==> config.mk <==
export PLATFORM = sky130hd
export DESIGN_NAME = avalon_burst_splitter
export DESIGN_NICKNAME = d
export VERILOG_FILES = /design/src/rtl/avalon_burst_splitter.sv
export SDC_FILE = /design/constraint.sdc
export NUM_CORES = 1
export LEC_CHECK = 0
export CORE_UTILIZATION = 39
export CTS_CLUSTER_SIZE = 25
export DETAILED_ROUTE_END_ITERATION = 6
export PLACE_DENSITY_LB_ADDON = 0.15
export SYNTH_ARGS = -nofsm -noshare
export SYNTH_HDL_FRONTEND = slang
export SYNTH_SLANG_ARGS = --single-unit
==> constraint.sdc <==
create_clock -name clk -period 2.2 [get_ports clk]
set_clock_uncertainty 0.2 [all_clocks]
set_input_delay 0.55 -clock clk [delete_from_list [all_inputs] [get_ports clk]]
set_output_delay 0.55 -clock clk [all_outputs]
set_load 0.005 [all_outputs]
==> src/rtl/avalon_burst_splitter.sv <==
// ============================================================================
// avalon_burst_splitter - Avalon burst (1..4 beats) to single-beat splitter.
// Macro AO486_BURST_SPLIT_WRAP_EN: wrap beat addresses inside the 16-byte line.
// Revision: 1.0
// ============================================================================
`default_nettype none

module avalon_burst_splitter (
  input  logic        clk,
  input  logic        rst_n,
  input  logic [31:0] i_avs_address,
  input  logic [31:0] i_avs_writedata,
  input  logic [3:0]  i_avs_byteenable,
  input  logic [2:0]  i_avs_burstcount,
  input  logic        i_avs_write,
  input  logic        i_avs_read,
  output logic        o_avs_waitrequest,
  output logic        o_avs_readdatavalid,
  output logic [31:0] o_avs_readdata,
  output logic [31:0] o_avm_address,
  output logic [31:0] o_avm_writedata,
  output logic [3:0]  o_avm_byteenable,
  output logic        o_avm_write,
  output logic        o_avm_read,
  input  logic        i_avm_waitrequest,
  input  logic        i_avm_readdatavalid,
  input  logic [31:0] i_avm_readdata
);

  typedef enum logic [2:0] {
    S_IDLE     = 3'd0,
    S_WR_ISSUE = 3'd1,
    S_WR_DATA  = 3'd2,
    S_RD_ISSUE = 3'd3,
    S_RD_WAIT  = 3'd4
  } state_t;

  state_t      r_state;
  logic [2:0]  r_remaining;
  logic [31:0] r_addr;
  logic [31:0] r_wdata;
  logic [3:0]  r_be;
  logic        r_avm_write;
  logic        r_avm_read;
  logic        r_rdv;
  logic [31:0] r_rdata;

  logic [2:0]  w_count;
  logic [31:0] w_start_addr;
  logic [31:0] w_next_addr;

  always_comb begin
    if (i_avs_burstcount == 3'd0)
      w_count = 3'd1;
    else if (i_avs_burstcount > 3'd4)
      w_count = 3'd4;
    else
      w_count = i_avs_burstcount;
  end

  assign w_start_addr = i_avs_address & 32'hFFFF_FFFC;

`ifdef AO486_BURST_SPLIT_WRAP_EN
  assign w_next_addr = {r_addr[31:4], r_addr[3:2] + 2'd1, 2'b00};
`else
  assign w_next_addr = r_addr + 32'd4;
`endif

  // Upstream may only present beats while idle or waiting for the next write beat.
  assign o_avs_waitrequest   = (r_state != S_IDLE) && (r_state != S_WR_DATA);
  assign o_avs_readdatavalid = r_rdv;
  assign o_avs_readdata      = r_rdata;
  assign o_avm_address       = r_addr;
  assign o_avm_writedata     = r_wdata;
  assign o_avm_byteenable    = r_be;
  assign o_avm_write         = r_avm_write;
  assign o_avm_read          = r_avm_read;

  always_ff @(posedge clk or negedge rst_n) begin
    if (!rst_n) begin
      r_state     <= S_IDLE;
      r_remaining <= 3'd0;
      r_addr      <= 32'd0;
      r_wdata     <= 32'd0;
      r_be        <= 4'd0;
      r_avm_write <= 1'b0;
      r_avm_read  <= 1'b0;
      r_rdv       <= 1'b0;
      r_rdata     <= 32'd0;
    end else begin
      r_rdv <= 1'b0;
      case (r_state)
        S_IDLE: begin
          if (i_avs_write) begin
            r_addr      <= w_start_addr;
            r_wdata     <= i_avs_writedata;
            r_be        <= i_avs_byteenable;
            r_remaining <= w_count;
            r_avm_write <= 1'b1;
            r_state     <= S_WR_ISSUE;
          end else if (i_avs_read) begin
            r_addr      <= w_start_addr;
            r_be        <= i_avs_byteenable;
            r_remaining <= w_count;
            r_avm_read  <= 1'b1;
            r_state     <= S_RD_ISSUE;
          end
        end
        S_WR_ISSUE: begin
          if (!i_avm_waitrequest) begin
            r_avm_write <= 1'b0;
            r_remaining <= r_remaining - 3'd1;
            if (r_remaining == 3'd1) begin
              r_state <= S_IDLE;
            end else begin
              r_addr  <= w_next_addr;
              r_state <= S_WR_DATA;
            end
          end
        end
        S_WR_DATA: begin
          if (i_avs_write) begin
            r_wdata     <= i_avs_writedata;
            r_be        <= i_avs_byteenable;
            r_avm_write <= 1'b1;
            r_state     <= S_WR_ISSUE;
          end
        end
        S_RD_ISSUE: begin
          if (!i_avm_waitrequest) begin
            r_avm_read <= 1'b0;
            r_state    <= S_RD_WAIT;
          end
        end
        S_RD_WAIT: begin
          if (i_avm_readdatavalid) begin
            r_rdata     <= i_avm_readdata;
            r_rdv       <= 1'b1;
            r_remaining <= r_remaining - 3'd1;
            if (r_remaining == 3'd1) begin
              r_state <= S_IDLE;
            end else begin
              // Only the first read beat honours the master's byte enables.
              r_addr     <= w_next_addr;
              r_be       <= 4'hF;
              r_avm_read <= 1'b1;
              r_state    <= S_RD_ISSUE;
            end
          end
        end
        default: r_state <= S_IDLE;
      endcase
    end
  end

endmodule

`default_nettype wire

==> results.ini <==
[outcome]
status=complete, no violations

[synthesis]
synthArstFlopShare_pct=100.0
ys.flop_type=dfrtp_1
synth.top_cell.area_share_pct=52.39
ys_warn_count=0
yosysUniqueCellTypes=61
synth-edff-count=0
syn_avg_cell_area_um2=11.16
synth_area_leaders=dfrtp_1, mux2_2, a21oi_1
yosysTopAreaCell=dfrtp_1
syn_inst=458
syn_area_um2=5111
ys_seq_elements=107
yosysMostFrequentCell=dfrtp_1
synthTopCellsByCount=dfrtp_1, mux2_2, nand2_1
ys_seq_area_share_pct=52.39

[timing]
setup_viol=0
rsz0062_at_grt=yes
finalHoldViolCount=0
timing.final.crit_share_pct=98.11
fmax_mhz=463.3
worst_slew_pin_slew_ps=515.4
fin_ws_ps=41.49
post-route-min-period_ps=2159
maxSlewViolCount=0
maxSlewHeadroom_pct=65.64

[cts]
cts.clk_slew.worst_paths_ps=60
cts_max_path_buffers=2
clock_latency_ps=350
cts_max_level=3
cts_sinks=107
cts-buffers-inserted=9
clockRootBuffer=clkbuf_16
cts_tree=built

[worst_setup_path]
critPathMostFrequentCell=buf_4
r2r-start=r_state[2]
endpoint_kind=flip-flop
arrival_ps=2220
cpMaxStageDelayCell=dfrtp_2
max_stage_delay_ps=430
path_class=reg -> reg
crit_path_start=r_state[2]
cp-start-kind=flip-flop
path_max_fanout=6
required_ps=2260
worstPathCellList=buf_6 -> or3b_4 -> o32ai_4 -> buf_4 -> o21ai_4 -> buf_4 -> a21oi_1 -> a2bb2oi_1

[global_routing]
grt_max_degree=43
grt_remaining_overflow=0
grt_use_total_pct=21.73
grt_pass1_wl_um=22600
antenna_found_initial=1
grt_pass1_vias=4554

[placement]
gp_congestion=0.8953
dpl.hpwl_um=10660
dp.cells=856
pre_cts_ws_ps=-431.5
port_buffers=208

[power]
p_leak_nw=3.359
power_density_nw_per_um2=1415
peakVddDrop_mv=0.6581

[final_layout]
syn2layout_area_growth_pct=57.99
fillers=1072
fin_nets=816
drive_above_1_share_pct=22.63
fin_cells=880

[floorplan]
die_y_um=116.5
die_area_um2=13570
die_w_um=116.5
num_rows=41
initial_core_util_pct=40.18
core-area_um2=12720
io_pins=213

[detailed_routing]
drt_iter0_markers=247
ant_nets=0
vias_per_cell=5.236
drt_first_pass_iters=5
route.detailed.drc=0
vias=4608
wl_um=14390
wl_per_cell_um=16.35

[worst_hold_path]
min_from=o_avm_byteenable[3]
hp-class=reg -> reg

[run]
drv_cap=0

[layout make-up]
class	count	area [µm²]	area share, %
Sequential cell	107	2680	33.19
Timing Repair Buffer	265	2591	32.09
Multi-Input combinational cell	314	2300	28.48
Clock buffer	12	246.5	3.052
Tap cell	172	215.2	2.665
Inverter	7	26.28	0.3254
Clock inverter	2	13.76	0.1704
Antenna cell	1	2.502	0.03099
[stage by stage]
step	setup TNS, ps	utilization, %	hold slack [ps]	cell area [µm²]	total power, mW
floorplan	0	-	54.41	5115	6.546
global placement	-17980	60.49	265.1	7696	9.593
detailed placement	-19950	60.49	273.3	7696	9.768
CTS	0	62.86	288.1	7998	11.33
global route	-145.2	63.47	302.4	8075	12.25
finish	0	63.47	285.9	8075	11.43
[sequential cells by signal, indices dropped and copies added (netlist names)]
name	flops
o_avm_address	30
o_avm_byteenable	4
o_avm_read	1
o_avm_write	1
o_avm_writedata	32
o_avs_readdata	32
o_avs_readdatavalid	1
r_remaining	3
r_state	3
[cells by family after synthesis]
kind of cell               count (synthesis)  share of synthesized area (%)
DFF                                      107                          52.39
other                                      1                        0.07337
buffers and inverters                     38                          3.574
adders and majority gates                  3                         0.7345
xor gates and xnor gates                   1                         0.1714
muxes                                     64                          14.10
AOI/OAI and AO/OA                        113                          15.28
and+or+nand+nor                          131                          13.68
[worst paths after layout]
kind | cells after the start | endpoint | slack [ps]
setup / recovery | 8 | o_avm_address[5] | 40
hold / removal | 2 | o_avm_byteenable[3] | 290
setup reg to reg | 8 | o_avm_address[5] | 40
hold reg to reg | 2 | o_avm_byteenable[3] | 290
max in group asynchronous | 3 | o_avs_readdata[10] | 700
min in group asynchronous | 2 | o_avm_writedata[1] | 520
[per-layer routing]
metal	part of all wire, %	up-vias	track usage, %
met5	0	-	0
met4	1.7	0	8.462
met3	6.3	19	3.736
met2	49	176	36.25
met1	43	2233	28.19
li1	-	2180	-
[repair_timing]
| action | 4_1_cts | 5_1_grt |
|---|---|---|
| hold endpoints to repair | 34 | 0 |
| setup endpoints to repair | 4 | 21 |
| gates resized for setup | 8 | 14 |
| gates cloned | 0 | 2 |
| hold buffers | 1 | 0 |
| pin swaps | 4 | 7 |
| buffers inserted | 3 | 3 |
[worst max-delay path, delay by kind of cell, from the launching register on]
kind	cells	cell delay [ps]
and+or+nand+nor	1	420
buffers and inverters	3	500
AOI/OAI and AO/OA	4	530
DFF	1	430
[power by group]
part,switching (mW),internal (mW)
logic,2.62,3.72
registers,0.694,2.92
clock network,0.684,0.788
[placed cells by master, fill, tap and decap left out, types with 3 or more instances in the layout]
master	netlist	final
nand3_1	16	15
o21ai_1	5	5
dfrtp_1	107	105
o22ai_1	9	9
buf_4	3	46
clkdlybuf4s50_1	0	202
buf_12	0	6
nor3_1	6	6
inv_1	7	7
and2_1	3	3
nor2b_1	5	4
clkbuf_16	0	9
nor3b_1	3	3
a2bb2oi_1	15	13
o21ai_0	15	15
o22a_1	5	5
buf_6	2	3
nand2_1	34	34
a21oi_1	32	31
a22oi_1	4	4
and3_1	7	7
nand4_1	10	10
nor2_1	24	23
a31oi_1	5	5
mux2_2	64	64
(Power assumes the default switching activity.)
